**config.mk**
```make
export PLATFORM = sky130hd
export DESIGN_NAME = mem_ctrl
export DESIGN_NICKNAME = d
export VERILOG_FILES = /design/src/rtl/mem_ctrl.sv
export SDC_FILE = /design/constraint.sdc
export NUM_CORES = 1
export LEC_CHECK = 0
export BUFFER_PORTS_ARGS = -buffer_cell sky130_fd_sc_hd__buf_2
export CORE_MARGIN = 2
export CORE_UTILIZATION = 45
export CTS_BUF_LIST = sky130_fd_sc_hd__clkbuf_16
export CTS_CLUSTER_DIAMETER = 40
export CTS_CLUSTER_SIZE = 14
export DETAILED_ROUTE_END_ITERATION = 6
export PLACE_DENSITY = 0.69
export SLEW_MARGIN = 20
export SYNTH_ARGS = -nofsm -noshare
export SYNTH_HDL_FRONTEND = slang
export SYNTH_SLANG_ARGS = --single-unit
```
**constraint.sdc**
```tcl
create_clock -name clk -period 6 [get_ports clk]
set_input_delay 1.2 -clock clk [delete_from_list [all_inputs] [get_ports clk]]
set_output_delay 1.2 -clock clk [all_outputs]
set_load 0.005 [all_outputs]
```
**src/rtl/mem_ctrl.sv**
```systemverilog
// Byte-serial arbiter/sequencer sharing one byte-wide RAM port between instruction fetch and MEM.
// Requests are split into little-endian byte beats; read bytes are reassembled, zero-extended.
module mem_ctrl #(
    parameter int ADDR_WIDTH = 32
) (
    input  logic                  clk,
    input  logic                  rst,
    input  logic                  if_req_i,
    input  logic [ADDR_WIDTH-1:0] if_addr_i,
    input  logic                  if_cancel_i,
    output logic [31:0]           if_data_o,
    output logic                  if_done_o,
    input  logic                  mem_req_i,
    input  logic                  mem_we_i,
    input  logic [1:0]            mem_size_i,
    input  logic [ADDR_WIDTH-1:0] mem_addr_i,
    input  logic [31:0]           mem_wdata_i,
    output logic [31:0]           mem_rdata_o,
    output logic                  mem_done_o,
    output logic [ADDR_WIDTH-1:0] ram_addr_o,
    output logic [7:0]            ram_dout_o,
    output logic                  ram_wr_o,
    input  logic [7:0]            ram_din_i,
    output logic                  busy_o
);

    typedef enum logic [2:0] {
        IDLE,
        IF_RD,
        MEM_RD,
        MEM_WR,
        DONE
    } state_t;

    state_t                state;
    logic [ADDR_WIDTH-1:0] addr_q;
    logic [31:0]           wdata_q;
    logic [2:0]            nbytes;
    logic [2:0]            cnt;      // cycle number within the transaction, starts at 1
    logic [2:0]            cap_idx;
    logic [ADDR_WIDTH-1:0] next_addr;

    function automatic logic [2:0] size_to_n(input logic [1:0] size);
        case (size)
            2'b00:   return 3'd1;
            2'b01:   return 3'd2;
            default: return 3'd4;
        endcase
    endfunction

    // Byte addressed in cycle c arrives in cycle c+1, so cycle c captures byte c-2.
    assign cap_idx   = cnt - 3'd2;
    assign next_addr = addr_q + ADDR_WIDTH'(cnt);
    assign busy_o    = (state != IDLE);

    always_ff @(posedge clk or posedge rst) begin
        if (rst) begin
            state       <= IDLE;
            addr_q      <= '0;
            wdata_q     <= '0;
            nbytes      <= '0;
            cnt         <= '0;
            if_data_o   <= '0;
            if_done_o   <= 1'b0;
            mem_rdata_o <= '0;
            mem_done_o  <= 1'b0;
            ram_addr_o  <= '0;
            ram_dout_o  <= '0;
            ram_wr_o    <= 1'b0;
        end else begin
            // NOTE: non-blocking throughout so every branch below reads pre-edge register values.
            if_done_o  <= 1'b0;
            mem_done_o <= 1'b0;
            case (state)
                IDLE: begin
                    if (mem_req_i) begin
                        addr_q      <= mem_addr_i;
                        wdata_q     <= mem_wdata_i;
                        nbytes      <= size_to_n(mem_size_i);
                        cnt         <= 3'd1;
                        ram_addr_o  <= mem_addr_i;
                        mem_rdata_o <= '0;
                        if (mem_we_i) begin
                            state      <= MEM_WR;
                            ram_wr_o   <= 1'b1;
                            ram_dout_o <= mem_wdata_i[7:0];
                        end else begin
                            state <= MEM_RD;
                        end
                    end else if (if_req_i && !if_cancel_i) begin
                        addr_q     <= if_addr_i;
                        nbytes     <= 3'd4;
                        cnt        <= 3'd1;
                        ram_addr_o <= if_addr_i;
                        if_data_o  <= '0;
                        state      <= IF_RD;
                    end
                end

                IF_RD, MEM_RD: begin
                    if (state == IF_RD && if_cancel_i) begin
                        state      <= IDLE;
                        ram_addr_o <= '0;
                    end else begin
                        ram_addr_o <= (cnt < nbytes) ? next_addr : '0;
                        if (cnt >= 3'd2) begin
                            if (state == IF_RD)
                                if_data_o[{cap_idx[1:0], 3'b000} +: 8] <= ram_din_i;
                            else
                                mem_rdata_o[{cap_idx[1:0], 3'b000} +: 8] <= ram_din_i;
                        end
                        if (cnt == nbytes + 3'd1) begin
                            state <= DONE;
                            if (state == IF_RD)
                                if_done_o <= 1'b1;
                            else
                                mem_done_o <= 1'b1;
                        end
                        cnt <= cnt + 3'd1;
                    end
                end

                MEM_WR: begin
                    if (cnt < nbytes) begin
                        ram_addr_o <= next_addr;
                        ram_dout_o <= wdata_q[{cnt[1:0], 3'b000} +: 8];
                    end else begin
                        ram_wr_o   <= 1'b0;
                        ram_addr_o <= '0;
                        ram_dout_o <= '0;
                        mem_done_o <= 1'b1;
                        state      <= DONE;
                    end
                    cnt <= cnt + 3'd1;
                end

                DONE:    state <= IDLE;
                default: state <= IDLE;
            endcase
        end
    end

endmodule

```
-- Word level (Yosys, flattened, before mapping)
Index checks and enable logic that the tools add are counted.
- equality and inequality tests: 16
- magnitude comparators: 2
- shift operators: 3
- reduce and logical (&&, ||, !) cells: 20
- $add $sub $neg: 5
- muxes and demuxes: 48
- operators by type and width (cell ; number):
    two-way mux 32 bit ; 13
    one-hot mux 32 bit (2 select lines) ; 2
    one-hot mux 32 bit (3 select lines) ; 1
    bitwise mux 32 bit ; 2
    adder 32 x 3 -> 32 bit ; 1
    variable shift 8 x 7 -> 32 bit, first input constant ; 1
    indexed part select 32 x 6 -> 8 bit ; 1
    indexed part select 8 x 7 -> 32 bit ; 1
    two-way mux 3 bit ; 9
    two-way mux 8 bit ; 3
    inequality test 2 bit, second input constant ; 9
    one-hot mux 3 bit (3 select lines) ; 2
    one-hot mux 8 bit (2 select lines) ; 1
    two-way mux 1 bit ; 12
    AND reduction 3 bit ; 3
    negator 5 -> 7 bit ; 1
    adder 3 x 1 -> 3 bit, second input constant ; 2
    equality test 3 x 2 -> 1 bit, second input constant ; 2
    inequality test 3 bit, second input constant ; 2
    one-hot mux 3 bit (2 select lines) ; 1
    AND reduction 2 bit ; 3
    AND reduction 6 bit ; 1
    nonzero test 2 bit ; 3
    nonzero test 3 bit ; 2
    14 further kinds ; 16
- logic and storage cells: 106
- register bits after elaboration: 180
- output and inout bits: 108

-- Longest topological paths before layout
Gate-level depths: netlist (run 1).
- depth after elaboration: 8
- mapped depth: 9

-- Least setup slack after synthesis (run 1)
No wires, ideal clock.
- kind: register to register
- start point: register cnt[1]
- end point: register ram_addr_o[30]
- data required time: 5.918 ns
- arrival time: 2.748 ns
- slack: 3.170 ns
- stages on the path, launching flop included: 10
- library setup time: 0.082 ns
- cell sequence: dfrtp_1 > buf_1 > inv_1 > fa_1 > nor2b_1 > o2111ai_1 > or3_1 > buf_2 > or4_1 > a31oi_1
- cells in the longest elaborated chain, start to end: 4
- elaborated cells between the ends (all ways): 5
- those cells by class: add/sub (1); order compare (1); mux (3)
- RTL lines (element ; line ; source):
    from (decl) ; 39 ; logic [2:0] cnt;
    from (signal assigned) ; 119 ; cnt <= cnt + 3'd1;
    from (signal assigned) ; 134 ; cnt <= cnt + 3'd1;
    adder 32 x 3 -> 32 bit / less-than comparator 3 bit (equally long branches) ; 53, 105, 124 ;
    two-way mux 32 bit * ; 105, 124 ;
    two-way mux 32 bit ; 101 ; if (state == IF_RD && if_cancel_i) begin
    one-hot mux 32 bit (3 select lines) * ; 74 ; case (state)
    to (signal assigned) ; 81 ; ram_addr_o <= mem_addr_i;
    to (signal assigned) ; 105 ; ram_addr_o <= (cnt < nbytes) ? next_addr : '0;
    to (signal assigned) ; 125 ; ram_addr_o <= next_addr;
    to (decl) ; 20 ; output logic [ADDR_WIDTH-1:0] ram_addr_o,
Every way passes the cells marked *; elsewhere a longest branch is shown, timed or not.
A chain may end at the register's enable or synchronous reset.

-- Final worst setup path (run 1)
- start point: register cnt[0]
- end point: register if_data_o[31]
- cells in the longest elaborated chain, start to end: 8
- elaborated cells between the ends (all ways): 12
- those cells by class: add/sub (2); order compare (1); eq/ne (1); shift (2); mux (5); reduce/logical (1)
- RTL lines (element ; line ; source):
    subtractor 2 bit ; 52 ; assign cap_idx = cnt - 3'd2;
    negator 5 -> 7 bit ; 108 ; if_data_o[{cap_idx[1:0], 3'b000} +: 8] <= ram_din_i;
    indexed part select 8 x 7 -> 32 bit / variable shift 8 x 7 -> 32 bit (equally long branches) ; 108 ;
    bitwise mux 32 bit ; 108 ;
    two-way mux 32 bit ; 107 ; if (state == IF_RD)
    two-way mux 32 bit ; 106 ; if (cnt >= 3'd2) begin
    two-way mux 32 bit ; 101 ;
    one-hot mux 32 bit (2 select lines) ; 74 ;
    to (signal, indexed assignment) ; 108 ;
    to (decl) ; 11 ; output logic [31:0] if_data_o,
Parallel ways exist; a longest one is shown, timed or not. The select of a mux whose other input is x is not followed.

==> impl_metrics.env, run 1 <==
export IMPL_crit_arrival_ns=3.75
export IMPL_clockRootBuffer="clkbuf_16"
export IMPL_vdd_drop_max_mv=0.2440
export IMPL_synth_fp_nets=977
export IMPL_die_area_um2=20860
export IMPL_avgSynthCellArea_um2=10.43
export IMPL_grt_pass1_wl_um=35250
export IMPL_diodes=0
export IMPL_cp_slowest_cell="dfrtp_1"
export IMPL_crit_required_ns=6.32
export IMPL_area_growth_pct=21.75
export IMPL_synth_edf_count=0
export IMPL_fillers=1809
export IMPL_met2_length_um=10180
export IMPL_grt_ovfl_total=0
export IMPL_antenna_left=0
export IMPL_via_per_inst=5.265
export IMPL_cts_hold_buf=0
export IMPL_cts_resized=0
export IMPL_p_leak_nw=5.438
export IMPL_drtIter0Drc=555
export IMPL_die_h_um=144.4
export IMPL_dr_pass1_iters=4
export IMPL_drv_cap=0
export IMPL_rsz0062_at_grt="no"
export IMPL_wl_um=22260
export IMPL_final_common_cell="buf_2"
export IMPL_nets=1179
export IMPL_wl_met3_um=1018
export IMPL_hpwlAfterDp_um=15860
export IMPL_layout_common_cells="220 x buf_2, 180 x dfrtp_1, 150 x nand2_1"
export IMPL_grt_pass1_vias=6563
export IMPL_cts_path_max_buffers=2
export IMPL_cts_tree="built"
export IMPL_endpoint_kind="flop"
export IMPL_drv_slew=0
export IMPL_seq_area_frac_synth=0.5077
export IMPL_whs_ns=0.4728
export IMPL_timing_final_crit_share=0.5726
export IMPL_ios=220
export IMPL_vias=7008
export IMPL_holdCritPathClass="reg2reg"
export IMPL_async_flop_share=1.000
export IMPL_antenna_found_initial=0
export IMPL_tightest_slew_ns=1.081
export IMPL_synth_cells=851
export IMPL_ys_flop_type="dfrtp_1"
export IMPL_routedWlPerCell_um=16.73
export IMPL_finClkSkew_ns=0.01257
export IMPL_track_usage=0.2175
export IMPL_die_w_um=144.4
export IMPL_final_util=0.5568
export IMPL_crit_fanout=17
export IMPL_cts_made_buffers=17
export IMPL_clk_latency_ns=0.44
export IMPL_grt_max_degree=181
export IMPL_synthDistinctLibCells=58
export IMPL_rows=51
export IMPL_wl_met1_um=10800
export IMPL_topRoutingLayerUsed="met4"
export IMPL_start_kind="flop"
export IMPL_p_per_area_nw_per_um2=478.5
export IMPL_coreArea_um2=19400
export IMPL_regArea_um2=4504
export IMPL_status="complete, no violations"
export IMPL_ys_seq_elements=180
export IMPL_fin_setup_tns_ns=0
export IMPL_finalSetupViolCount=0
export IMPL_clock_fmax_mhz=291.1
export IMPL_cts_sinks=180
export IMPL_path_clk_slew_ns=0.08
export IMPL_drive_gt1_frac=0.3114
export IMPL_post_route_drc_count=0
export IMPL_start_util=0.4574
export IMPL_cp_cell_sequence="inv_1 > ha_1 > nor3_1 > maj3_1 > nor3_1 > o21a_1 > mux2_2"
export IMPL_place_gp_congestion=0.8624
export IMPL_worst_setup_path_type="reg2reg"
export IMPL_hold_viol_final=0
export IMPL_multi_input_area_um2=4086
export IMPL_min_period_ns=3.436
export IMPL_cpMostUsedCell="nor3_1"
export IMPL_synth_warnings=0
export IMPL_slowest_delay_ns=0.70
export IMPL_slew_headroom=0.2793
export IMPL_cts_setup_buffers=0
export IMPL_cts_max_level=4
export IMPL_io_buffers=219
export IMPL_netlist_area_um2=8872
routing by layer:
metal | track usage | vias up
li1 | - | 3381
met4 | 0.05927 | 0
met1 | 0.3262 | 3427
met5 | 0 | -
met3 | 0.03841 | 19
met2 | 0.3253 | 181
worst paths after layout:
| kind | start | endpoint | slack (ns) | depth (start not counted) |
|---|---|---|---|---|
| max | cnt[0]$_DFFE_PP0P_ | if_data_o[31]$_DFFE_PP0P_ | 2.56 | 7 |
| min | wdata_q[19]$_DFFE_PP0P_ | wdata_q[19]$_DFFE_PP0P_ | 0.47 | 2 |
| max reg2reg | cnt[0]$_DFFE_PP0P_ | if_data_o[31]$_DFFE_PP0P_ | 2.56 | 7 |
| min reg2reg | wdata_q[19]$_DFFE_PP0P_ | wdata_q[19]$_DFFE_PP0P_ | 0.47 | 2 |
| max in group asynchronous | rst | mem_rdata_o[30]$_DFFE_PP0P_ | 4.15 | 3 |
| min in group asynchronous | rst | if_data_o[14]$_DFFE_PP0P_ | 0.98 | 3 |
layout make-up:
cell class                      instances  area share
Clock buffer                           17     0.03938
Clock inverter                         15     0.01517
Inverter                               34     0.01216
Multi-Input combinational cell        594      0.3783
Sequential cell                       180      0.4170
Tap cell                              265     0.03070
Timing Repair Buffer                  226      0.1073
worst max-delay path, delay by kind of cell, from the launching register on:
kind	cells	cell delay, ns
mux	1	0.39
buf+inv	1	0.33
simple gates	2	0.58
flops	1	0.70
fa+ha+maj	2	0.86
compound gates	1	0.46
stage by stage:
stage / setup WS [ns] / power (W) / cell area [um2] / instances
final: 2.564 / 0.005169 / 10800 / 1331
after global routing: 2.303 / 0.005548 / 10800 / 1331
after CTS: 2.573 / 0.005199 / 10790 / 1330
after detailed placement: 2.517 / 0.004066 / 10200 / 1298
after global placement: 2.568 / 0.004009 / 10200 / 1298
after floorplan: 2.491 / 0.003403 / 8876 / 851
registers in the layout, indices dropped and copies added (netlist names), 8 cells and up:
| name | cells |
|---|---|
| addr_q | 32 |
| ram_addr_o | 32 |
| ram_dout_o | 8 |
| if_data_o | 32 |
| mem_rdata_o | 32 |
| wdata_q | 32 |
logic make-up (layout without fill, tap and decap cells):
group / after synthesis / in the layout / synth area share
buffers and inverters: 77 / 292 / 0.03497
AND/OR/NAND/NOR: 301 / 301 / 0.1644
AO/OA/AOI/OAI: 143 / 143 / 0.1046
XOR/XNOR: 27 / 27 / 0.02665
adder cells (fa/ha/maj): 15 / 15 / 0.02172
multiplexers: 108 / 108 / 0.1399
flip-flops: 180 / 180 / 0.5077
cells in the mapped netlist (2+ instances only):
master / number / area share
dfrtp_1: 180 / 0.51
nand2_1: 151 / 0.064
mux2i_1: 52 / 0.059
mux2_2: 48 / 0.061
nor2_1: 42 / 0.018
o21ai_0: 42 / 0.024
inv_1: 34 / 0.014
a21oi_1: 31 / 0.017
clkbuf_1: 27 / 0.011
and2_1: 24 / 0.017
xnor2_1: 17 / 0.017
nor3_1: 16 / 0.0090
a21o_1: 14 / 0.012
nand3_1: 14 / 0.0079
ha_1: 13 / 0.018
o21a_1: 12 / 0.010
buf_2: 11 / 0.0062
nand4_1: 11 / 0.0078
o221ai_1: 10 / 0.0099
xor2_1: 10 / 0.0099
a22oi_1: 9 / 0.0076
mux4_2: 8 / 0.020
nor4_1: 6 / 0.0042
or2_2: 6 / 0.0042
nand3b_1: 5 / 0.0042
and3_1: 4 / 0.0028
buf_1: 4 / 0.0017
nor4_4: 4 / 0.0096
a221o_1: 3 / 0.0034
a311oi_1: 3 / 0.0030
nor2b_1: 3 / 0.0021
o211ai_1: 3 / 0.0025
o21ai_1: 3 / 0.0017
a31oi_1: 2 / 0.0014
nand2b_1: 2 / 0.0014
nor3b_1: 2 / 0.0017
o2111ai_1: 2 / 0.0020
o31ai_1: 2 / 0.0017
or3_1: 2 / 0.0014
power by group:
group / internal, W / switching [W] / leakage (nW)
Combinational: 0.000892 / 0.00109 / 2.84
Clock: 0.000593 / 0.000532 / 0.280
Sequential: 0.00165 / 0.000406 / 2.32
Power figures use the tool's default switching activity.
==> inputs of run 2 (changes only) <==
==> constraint.sdc (replaced) <==
create_clock -name clk -period 2.97 [get_ports clk]
set_input_delay 0.594 -clock clk [delete_from_list [all_inputs] [get_ports clk]]
set_output_delay 0.594 -clock clk [all_outputs]
set_load 0.005 [all_outputs]
==> impl_metrics.env, run 2 (synthesis results as in run 1) <==
export IMPL_place_gp_congestion=0.8600
export IMPL_antenna_found_initial=1
export IMPL_via_per_inst=5.255
export IMPL_clock_fmax_mhz=359.5
export IMPL_clockRootBuffer="clkbuf_16"
export IMPL_rows=51
export IMPL_vdd_drop_max_mv=0.5614
export IMPL_slew_headroom=0.4433
export IMPL_routedWlPerCell_um=16.52
export IMPL_drtIter0Drc=423
export IMPL_min_period_ns=2.782
export IMPL_grt_max_degree=89
export IMPL_p_sw_frac=0.3833
export IMPL_crit_required_ns=3.30
export IMPL_cts_path_max_buffers=2
export IMPL_crit_arrival_ns=3.11
export IMPL_cp_slowest_cell="dfrtp_1"
export IMPL_p_leak_nw=5.550
export IMPL_final_common_cell="buf_2"
export IMPL_pwr_share_comb=0.399
export IMPL_p_switching_w=0.004112
export IMPL_cp_cell_sequence="ha_1 > inv_1 > fa_1 > nor2b_1 > o2111ai_1 > or3_1 > and3_1 > o32a_1"
export IMPL_r2r_setup_slack_ns=0.19
export IMPL_cts_sinks=180
export IMPL_path_clk_slew_ns=0.07
export IMPL_io_buffers=219
export IMPL_vias=7073
export IMPL_timing_final_crit_share=0.9367
export IMPL_clk_latency_ns=0.44
export IMPL_post_route_drc_count=0
export IMPL_grt_pass1_wl_um=35290
export IMPL_die_h_um=144.4
export IMPL_dr_pass1_iters=4
export IMPL_fin_setup_tns_ns=0
export IMPL_grt_ovfl_total=0
export IMPL_drv_cap=0
export IMPL_nets=1194
export IMPL_slowest_delay_ns=0.45
export IMPL_die_w_um=144.4
export IMPL_fillers=1742
export IMPL_holdCritPathClass="in2async"
export IMPL_pwr_share_clk=0.223
export IMPL_whs_ns=0.1694
export IMPL_wl_um=22240
export IMPL_rsz0062_at_grt="no"
export IMPL_grt_pass1_vias=6799
export IMPL_status="complete, no violations"
export IMPL_drv_slew=0
export IMPL_regToRegStartpoint="cnt[0]$_DFFE_PP0P_"
export IMPL_cts_setup_buffers=0
export IMPL_finalSetupViolCount=0
export IMPL_final_util=0.5659
export IMPL_ios=220
export IMPL_hold_viol_final=0
export IMPL_start_util=0.4574
export IMPL_die_area_um2=20860
export IMPL_endpoint_kind="flop"
export IMPL_drive_gt1_frac=0.3238
export IMPL_crit_fanout=7
export IMPL_antenna_left=0
export IMPL_tightest_slew_ns=0.8287
export IMPL_cts_tree="built"
export IMPL_cts_resized=0
export IMPL_cts_made_buffers=17
export IMPL_p_per_area_nw_per_um2=977.5
export IMPL_hpwlAfterDp_um=16380
export IMPL_track_usage=0.2182
export IMPL_diodes=0
export IMPL_area_growth_pct=23.72
export IMPL_intPower_w=0.006618
export IMPL_finClkSkew_ns=0.01245
export IMPL_coreArea_um2=19400
export IMPL_start_kind="flop"
export IMPL_seqPwrFrac=0.379
export IMPL_layout_common_cells="219 x buf_2, 180 x dfrtp_1, 151 x nand2_1"
export IMPL_startpoint="cnt[0]$_DFFE_PP0P_"
export IMPL_cts_max_level=4
export IMPL_cts_hold_buf=0
export IMPL_worst_setup_path_type="reg2reg"
export IMPL_r2r_cells=8
run 2: cell count changes in the layout (fill, tap and decap cells not counted), sizes merged:
cell	before	now
clkinv	3	4
bufinv	1	3
clkinvlp	4	1
buf	226	241
run 2: layout make-up:
| class | instances | area [um2] | share of cell area |
|---|---|---|---|
| clock buffer | 17 | 425.4 | 0.03876 |
| multi-input combinational | 594 | 4091 | 0.3727 |
| clock inverter | 15 | 193.9 | 0.01767 |
| timing repair buffer | 241 | 1299 | 0.1183 |
| sequential | 180 | 4504 | 0.4103 |
| tap | 265 | 331.6 | 0.03021 |
| inverter | 34 | 131.4 | 0.01197 |
run 2: critical path, delay by kind of cell (launching register included):
kind	cells	cell delay, ns
compound gates	2	0.52
fa+ha+maj	2	0.61
buf+inv	1	0.06
flops	1	0.45
simple gates	3	1.04
run 2: worst paths after layout:
kind | endpoint
max | ram_addr_o[28]$_DFFE_PP0P_
min | addr_q[3]$_DFFE_PP0P_
max reg2reg | ram_addr_o[28]$_DFFE_PP0P_
min reg2reg | wdata_q[17]$_DFFE_PP0P_
max in group asynchronous | mem_rdata_o[23]$_DFFE_PP0P_
min in group clk | wdata_q[28]$_DFFE_PP0P_
run 2: routing by layer:
metal | global-route usage | up-vias | share of wire
li1 | - | 3406 | -
met1 | 0.2967 | 3446 | 0.46
met5 | 0 | - | 0.00058
met3 | 0.05166 | 31 | 0.055
met4 | 0.07460 | 2 | 0.017
met2 | 0.3445 | 188 | 0.46
run 2: per-stage QoR:
stage	cell area, um2	worst slack (ns)	instances	power, W
4_1_cts	10970	0.003242	1346	0.01080
3_5_place_dp	10350	0.01071	1314	0.008388
3_3_place_gp	10350	0.09033	1314	0.008270
5_1_grt	10980	0.005260	1346	0.01150
6_report	10980	0.1880	1346	0.01073
2_1_floorplan	8876	0.06741	851	0.006875
run 2: power groups by stage:
stage	clock network (W)	registers (W)	logic [W]
4_1_cts	0.00243	0.00405	0.00432
3_5_place_dp	0	0.00409	0.00430
3_3_place_gp	0	0.00405	0.00422
5_1_grt	0.00253	0.00419	0.00478
6_report	0.00239	0.00407	0.00428
2_1_floorplan	0	0.00392	0.00295
